## config.mk

```make
export PLATFORM = sky130hd
export DESIGN_NAME = xalu_word_seq_flat
export DESIGN_NICKNAME = d
export VERILOG_FILES = /design/src/rtl/xalu_pkg.sv /design/src/rtl/xalu_word_seq_if.sv /design/src/rtl/alu4_slice.sv /design/src/rtl/xalu_word_seq.sv /design/src/flat_wrapper.sv
export SDC_FILE = /design/constraint.sdc
export NUM_CORES = 1
export LEC_CHECK = 0
export CAP_MARGIN = 10
export CELL_PAD_IN_SITES_DETAIL_PLACEMENT = 0
export CELL_PAD_IN_SITES_GLOBAL_PLACEMENT = 1
export CORE_ASPECT_RATIO = 0.9
export CORE_MARGIN = 1.5
export CORE_UTILIZATION = 26
export CTS_BUF_LIST = sky130_fd_sc_hd__clkbuf_8 sky130_fd_sc_hd__clkbuf_16
export DETAILED_ROUTE_END_ITERATION = 16
export MAX_ROUTING_LAYER = met4
export PLACE_DENSITY = 0.54
export REMOVE_ABC_BUFFERS = 1
export SLEW_MARGIN = 20
export SYNTH_ARGS = -nofsm -noshare
export SYNTH_HDL_FRONTEND = slang
export SYNTH_SLANG_ARGS = --single-unit
```

## constraint.sdc

```tcl
create_clock -name clk -period 5.3 [get_ports clk]
set_clock_uncertainty 0.1 [all_clocks]
set_input_delay 0.795 -clock clk [delete_from_list [all_inputs] [get_ports clk]]
set_output_delay 0.795 -clock clk [all_outputs]
set_load 0.01 [all_outputs]
```

## src/rtl/xalu_pkg.sv

```systemverilog
// Shared constants for the nibble-serial ALU: op codes, FSM states, slice width.
package xalu_pkg;

  localparam int NIB_W = 4;

  localparam logic [2:0] OP_ADD   = 3'd0;
  localparam logic [2:0] OP_AND   = 3'd1;
  localparam logic [2:0] OP_OR    = 3'd2;
  localparam logic [2:0] OP_XOR   = 3'd3;
  localparam logic [2:0] OP_PASSA = 3'd4;
  localparam logic [2:0] OP_PASSB = 3'd5;
  localparam logic [2:0] OP_SHR   = 3'd6;
  localparam logic [2:0] OP_SHL   = 3'd7;

  typedef enum logic [1:0] {
    ST_IDLE = 2'd0,
    ST_RUN  = 2'd1,
    ST_DONE = 2'd2
  } state_e;

endpackage

```

## src/rtl/xalu_word_seq_if.sv

```systemverilog
// Start/busy/done operation bus of the word sequencer.
// XALU_WORD_SEQ_ROT_EN adds the rot request bit.
interface xalu_word_seq_if #(
  parameter int WIDTH = 16
);
  logic             start;
  logic [2:0]       op;
  logic             com;
  logic             cin;
`ifdef XALU_WORD_SEQ_ROT_EN
  logic             rot;
`endif
  logic [WIDTH-1:0] a;
  logic [WIDTH-1:0] b;
  logic             busy;
  logic             done;
  logic [WIDTH-1:0] result;
  logic             cout;
  logic             zero;
  logic             neg_zero;
  logic             equ;

  modport master (
    output start, op, com, cin, a, b,
`ifdef XALU_WORD_SEQ_ROT_EN
    output rot,
`endif
    input  busy, done, result, cout, zero, neg_zero, equ
  );

  modport slave (
    input  start, op, com, cin, a, b,
`ifdef XALU_WORD_SEQ_ROT_EN
    input  rot,
`endif
    output busy, done, result, cout, zero, neg_zero, equ
  );
endinterface

```

## src/rtl/alu4_slice.sv

```systemverilog
// Combinational 4-bit ALU slice; carries/shift bits enter and leave on both sides
// so a sequencer can chain nibbles in either direction.
module alu4_slice
  import xalu_pkg::*;
(
  input  logic [NIB_W-1:0] a_i,
  input  logic [NIB_W-1:0] b_i,
  input  logic             ci_right_i,
  input  logic             ci_left_i,
  input  logic [2:0]       op_i,
  input  logic             com_i,
  output logic [NIB_W-1:0] r_o,
  output logic             co_left_o,
  output logic             co_right_o,
  output logic             eq_o
);
  logic [NIB_W:0]   sum;
  logic [NIB_W-1:0] raw;

  always_comb begin
    // NOTE: every output of this block is given a default first, so no path
    // through the case can leave one unassigned and infer a latch.
    sum        = {1'b0, a_i} + {1'b0, b_i} + {{NIB_W{1'b0}}, ci_right_i};
    raw        = '0;
    co_left_o  = 1'b0;
    co_right_o = 1'b0;
    case (op_i)
      OP_ADD:   begin raw = sum[NIB_W-1:0]; co_left_o = sum[NIB_W]; end
      OP_AND:   raw = a_i & b_i;
      OP_OR:    raw = a_i | b_i;
      OP_XOR:   raw = a_i ^ b_i;
      OP_PASSA: raw = a_i;
      OP_PASSB: raw = b_i;
      OP_SHR:   begin raw = {ci_left_i, a_i[NIB_W-1:1]}; co_right_o = a_i[0]; end
      OP_SHL:   begin raw = {a_i[NIB_W-2:0], ci_right_i}; co_left_o = a_i[NIB_W-1]; end
      default:  raw = '0;
    endcase
    r_o = com_i ? ~raw : raw;
  end

  assign eq_o = (a_i == b_i);
endmodule

```

## src/rtl/xalu_word_seq.sv

```systemverilog
// Runs alu4_slice over a WIDTH-bit word one nibble per clock, chaining the link bit.
// Define XALU_WORD_SEQ_ROT_EN to add the rot input (shifts become rotates).
module xalu_word_seq
  import xalu_pkg::*;
#(
  parameter int WIDTH = 16
) (
  input logic            clk,
  input logic            rst,
  xalu_word_seq_if.slave bus
);
  localparam int NIBBLES = WIDTH / NIB_W;
  localparam int IDX_W   = (NIBBLES > 1) ? $clog2(NIBBLES) : 1;
  localparam logic [IDX_W-1:0] LAST = IDX_W'(NIBBLES - 1);

  state_e           state_q;
  logic [IDX_W-1:0] idx_q;
  logic             link_q, link_d;
  logic             busy_q, done_q, cout_q, zero_q, neg_zero_q, equ_q;
  logic [WIDTH-1:0] result_q;
  logic [WIDTH-1:0] a_q, b_q, work_q, work_d;
  logic [2:0]       op_q;
  logic             com_q, eq_acc_q, eq_d;
  logic             load, seed;
  logic [IDX_W-1:0] nib_sel;
  logic [IDX_W+1:0] base;
  logic [NIB_W-1:0] slice_r;
  logic             slice_co_left, slice_co_right, slice_eq;

  assign load = bus.start && (state_q != ST_RUN);

  // Link seed: cin, or the bit leaving the word when rotating.
  always_comb begin
    seed = bus.cin;
`ifdef XALU_WORD_SEQ_ROT_EN
    if (bus.rot && bus.op == OP_SHL) seed = bus.a[WIDTH-1];
    if (bus.rot && bus.op == OP_SHR) seed = bus.a[0];
`endif
  end

  always_comb begin
    nib_sel = (op_q == OP_SHR) ? (LAST - idx_q) : idx_q;
    base    = {nib_sel, 2'b00};
  end

  alu4_slice u_slice (
    .a_i        (a_q[base +: NIB_W]),
    .b_i        (b_q[base +: NIB_W]),
    .ci_right_i (link_q),
    .ci_left_i  (link_q),
    .op_i       (op_q),
    .com_i      (com_q),
    .r_o        (slice_r),
    .co_left_o  (slice_co_left),
    .co_right_o (slice_co_right),
    .eq_o       (slice_eq)
  );

  always_comb begin
    work_d              = work_q;
    work_d[base +: NIB_W] = slice_r;
    eq_d                = eq_acc_q & slice_eq;
    link_d              = link_q;
    case (op_q)
      OP_ADD, OP_SHL: link_d = slice_co_left;
      OP_SHR:         link_d = slice_co_right;
      default:        link_d = link_q;
    endcase
  end

  // NOTE: operand and work registers carry no reset; they are always loaded
  // before use, and only the FSM and the visible outputs need a defined value.
  always_ff @(posedge clk) begin
    if (load) begin
      a_q      <= bus.a;
      b_q      <= bus.b;
      op_q     <= bus.op;
      com_q    <= bus.com;
      eq_acc_q <= 1'b1;
    end else if (state_q == ST_RUN) begin
      work_q   <= work_d;
      eq_acc_q <= eq_d;
    end
  end

  // NOTE: all state here uses non-blocking assignment so every register
  // samples pre-edge values regardless of statement order.
  always_ff @(posedge clk) begin
    if (rst) begin
      state_q    <= ST_IDLE;
      idx_q      <= '0;
      link_q     <= 1'b0;
      busy_q     <= 1'b0;
      done_q     <= 1'b0;
      result_q   <= '0;
      cout_q     <= 1'b0;
      zero_q     <= 1'b0;
      neg_zero_q <= 1'b0;
      equ_q      <= 1'b0;
    end else begin
      done_q <= 1'b0;
      case (state_q)
        ST_IDLE, ST_DONE: begin
          if (bus.start) begin
            state_q <= ST_RUN;
            idx_q   <= '0;
            link_q  <= seed;
            busy_q  <= 1'b1;
          end else begin
            state_q <= ST_IDLE;
          end
        end
        ST_RUN: begin
          link_q <= link_d;
          if (idx_q == LAST) begin
            state_q    <= ST_DONE;
            busy_q     <= 1'b0;
            done_q     <= 1'b1;
            result_q   <= work_d;
            cout_q     <= (op_q == OP_ADD || op_q == OP_SHL || op_q == OP_SHR) ? link_d : 1'b0;
            zero_q     <= (work_d == '0);
            neg_zero_q <= (&work_d);
            equ_q      <= eq_d;
          end else begin
            idx_q <= idx_q + 1'b1;
          end
        end
        default: state_q <= ST_IDLE;
      endcase
    end
  end

  assign bus.busy     = busy_q;
  assign bus.done     = done_q;
  assign bus.result   = result_q;
  assign bus.cout     = cout_q;
  assign bus.zero     = zero_q;
  assign bus.neg_zero = neg_zero_q;
  assign bus.equ      = equ_q;
endmodule

```

## src/flat_wrapper.sv

```systemverilog
// flat-port wrapper written by rule: the top's interface ports become plain ports
module xalu_word_seq_flat import xalu_pkg::*;
#(
  parameter int WIDTH = 16
)
  (clk, rst, bus_start, bus_op, bus_com, bus_cin, bus_a, bus_b, bus_busy, bus_done, bus_result, bus_cout, bus_zero, bus_neg_zero, bus_equ);
  xalu_word_seq_if #(.WIDTH(WIDTH)) bus_i ();
  input logic clk;
  input logic rst;
  input wire logic [$bits(bus_i.start)-1:0] bus_start;
  input wire logic [$bits(bus_i.op)-1:0] bus_op;
  input wire logic [$bits(bus_i.com)-1:0] bus_com;
  input wire logic [$bits(bus_i.cin)-1:0] bus_cin;
  input wire logic [$bits(bus_i.a)-1:0] bus_a;
  input wire logic [$bits(bus_i.b)-1:0] bus_b;
  output wire logic [$bits(bus_i.busy)-1:0] bus_busy;
  output wire logic [$bits(bus_i.done)-1:0] bus_done;
  output wire logic [$bits(bus_i.result)-1:0] bus_result;
  output wire logic [$bits(bus_i.cout)-1:0] bus_cout;
  output wire logic [$bits(bus_i.zero)-1:0] bus_zero;
  output wire logic [$bits(bus_i.neg_zero)-1:0] bus_neg_zero;
  output wire logic [$bits(bus_i.equ)-1:0] bus_equ;
  assign bus_i.start = bus_start;
  assign bus_i.op = bus_op;
  assign bus_i.com = bus_com;
  assign bus_i.cin = bus_cin;
  assign bus_i.a = bus_a;
  assign bus_i.b = bus_b;
  assign bus_busy = bus_i.busy;
  assign bus_done = bus_i.done;
  assign bus_result = bus_i.result;
  assign bus_cout = bus_i.cout;
  assign bus_zero = bus_i.zero;
  assign bus_neg_zero = bus_i.neg_zero;
  assign bus_equ = bus_i.equ;
  xalu_word_seq #(.WIDTH(WIDTH)) u_core (.clk(clk), .rst(rst), .bus(bus_i));
endmodule
```

==> results.md <==
- Design area: 5770 um2
- Seq/Total Area, Yosys: 46.3%
- Post-detail-place hpwl: 10100 um
- P_sw: 0.000457 W
- Peak Freq: 0.211 GHz
- Largest area contributor in the netlist: edfxtp_1
- Setup TNS: 0 ns
- Antenna-violating nets left: 0
- Top post-synthesis cells by area: edfxtp_1, dfxtp_1, mux2i_1
- H-tree lvl count: 3
- Most common cell after layout, fill and taps aside: clkdlybuf4s50_1
- Synth-to-Final Area Change: 26.0%
- Via density: 4.96
- Core area: 17100 um2
- Largest family of logic cells by synthesized area: simple AND/OR/NAND/NOR gates
- Netlist cell types: 65
- Final WL: 13300 um
- Slowest-stage cell, CP: fa_1
- Post-CTS Hold Buffers: 0
- Die span in y: 129 um
- Final Core Density: 33.8%
- Syn Std Cell Area: 4580 um2
- Vias in the first global route: 3861
- Power Density: 294 nW/um2
- GRT met2 Usage: 23.0%
- Clk slew on worst S/H paths: 0.06 ns
- Post_cts resized: 0
- CP required: 5.47 ns
- Clock share of power: 39.4%
- Outcome: complete, no violations
- Post-synth EDFFs: 52
- Share of cells above drive strength 1: 9.70%
- # setup viols final: 0
- # fillers: 1728
- Tcrit/Tclk final: 89.6%
- Leakage: 2.14 nW
- Die width: 143 um
- Met3 usage: 3.01%
- Post-Synth XOR/XNOR Area: 0.929%
- Clock tree from TritonCTS: done
- Compound-cell area share of the yosys netlist: 13.7%
- Post-CTS setup buffer count: 0
- GRT Max-Usage Layer: met2
- Initial Util: 26.9%
- Clock Latency Late Sink: 0.35 ns
- Ys async rst share: 0%
- Crit path kind: reg -> reg
- First-pass GRT wire length: 21700 um
- Nets@finish: 572
- Clk buf depth: 2
- Avg Cell Area, Syn: 10.0 um2
- Vias: 3772
- Yosys top cell area share: 34.1%
- Simple-Gate Fraction of Synth Area: 23.8%
- Tot GR Track Use: 16.3%
- Startpoint types: flip-flop
- Gpl congestion: 0.853
- Iteration-0 DRC count of the detailed router: 297
- Synth warn: 0
- RSZ-0062 raised after global routing: false
- N_diodes: 0
- Congestion Overflow GR: 0
- Final Max Slew Viols: 0
- Root Buffer: clkbuf_16
- Die Area: 18400 um2
- Predominant post-synthesis flop cell: edfxtp_1
- Final Hold Fails: 0
- DRC: 0
- Worst path cell trace: nand3b_1 -> buf_4 -> and3_1 -> nor4_1 -> nand2_1 -> inv_1 -> fa_1 -> inv_1 -> fa_1 -> inv_1 -> mux2i_1 -> nor2_1 -> a211oi_1 -> o31ai_1 -> and2_1 -> a211o_1 -> nor4_1 -> nand4_1 -> o31ai_2
- WL per Instance: 17.5 um
- Int Pwr: 0.00124 W
- Power share of the combinational group: 17.9%
- Max Cap Violations: 0
- Tmin final: 4.75 ns
- Synth Instances: 458
- Post-synthesis adder-cell area fraction: 3.33%
- Mux cell area share after synthesis: 7.10%
- Post-DP Area: 5450 um2
- Slowest stage delay, CP: 0.50 ns
- CP max FO: 25
- DRT Pass-1 Iters: 5
- Worst hold path class: reg -> reg
- Seq cells post-synth: 80
- Sw frac: 27.0%
- Total CTS buffers: 9
- Crit end category: flip-flop
- Sequential Power Share: 42.7%
- Most frequent CP cell: inv_1
- Met1 usage: 22.9%
- I/O pin cnt: 62
- Arr. time, crit path: 4.92 ns
- CTS Sinks: 80
- Peak VDD IR: 0.000137 V
- Worst Tran Pin Value: 0.813 ns
- Antenna violations before repair: 0
- Num rows: 45
- Most frequent cells in the layout: clkdlybuf4s50_1, edfxtp_1, nor2_1
- Slew HR: 45.8%
- Port bufs: 61
- Largest net degree at the start of global routing: 29
power by group through the flow:
stage,clock (W),combinational [W],sequential (W)
3_3_place_gp,0,0.000302,0.000736
3_5_place_dp,0,0.000302,0.000736
4_1_cts,0.000688,0.000304,0.000723
2_1_floorplan,0,0.000187,0.000736
5_1_grt,0.000709,0.000339,0.000727
6_report,0.000667,0.000304,0.000723
layer usage:
layer	vias to the layer above	wire, um
met1	1839	7010
met5	-	0
met3	12	522
li1	1838	-
met2	83	5630
met4	0	191
path summary, 6_finish.rpt:
kind                    from              end  slack [ns]  cells past startpoint
max           u_core.op_q[0]  u_core.bus.zero        0.55                     19
min          u_core.eq_acc_q  u_core.eq_acc_q        0.38                      2
max reg2reg   u_core.op_q[0]  u_core.bus.zero        0.55                     19
min reg2reg  u_core.eq_acc_q  u_core.eq_acc_q        0.38                      2
synth_stat cells, drive strengths merged (9+ instances only):
cell type   n
nand3      23
buf        12
and2       12
edfxtp     52
nand2b      9
o21ai      12
nand2      32
a21oi      19
clkbuf     11
inv        22
ha          9
nor2       46
mux2i      19
nor3       23
dfxtp      28
a31oi       9
and3       13
a211oi      9
cell type report:
cell class                 instances  area, um2  area share, %
clock buffer                      11        264           4.58
clock inverter                     5       53.8          0.932
inverter                          22       82.6           1.43
multi-input combinational        333       2240           38.8
sequential                        80       2120           36.8
tap                              235        294           5.10
timing repair buffer              75        716           12.4
worst max-delay path: cells and delay by family, from the launching register on:
family | cells | cell delay (ns)
and+or+nand+nor | 8 | 1.78
buffers and inverters | 4 | 0.50
AOI/OAI and AO/OA | 4 | 1.03
DFF | 1 | 0.43
adders and majority gates | 2 | 0.71
muxes | 1 | 0.13
stage by stage:
step	std cells	hold slack, ns	total power [W]	setup slack (ns)
global route	761	0.409	0.00177	0.0222
CTS	761	0.380	0.00171	0.538
finish	761	0.376	0.00169	0.553
global placement	745	0.356	0.00104	0.563
detailed placement	745	0.370	0.00104	0.580
floorplan	435	0.338	0.000923	0.596
registers in the layout, summed over array words and instances (netlist names):
| register | cells |
|---|---|
| u_core.bus.equ | 1 |
| u_core.idx_q | 2 |
| u_core.a_q | 16 |
| u_core.bus.busy | 1 |
| u_core.com_q | 1 |
| u_core.eq_acc_q | 1 |
| u_core.b_q | 16 |
| u_core.bus.cout | 1 |
| u_core.work_q | 16 |
| u_core.bus.done | 1 |
| u_core.bus.result | 16 |
| u_core.state_q | 2 |
| u_core.bus.zero | 1 |
| u_core.op_q | 3 |
| u_core.bus.neg_zero | 1 |
| u_core.link_q | 1 |
logic make-up (layout without fill, tap and decap cells):
logic type      Yosys count  count (layout)
simple gates            203             203
flops                    80              80
compound gates           88              88
buf+inv                  45             113
fa+ha+maj                11              11
xor+xnor                  4               4
mux                      27              27
(Power assumes the default switching activity.)
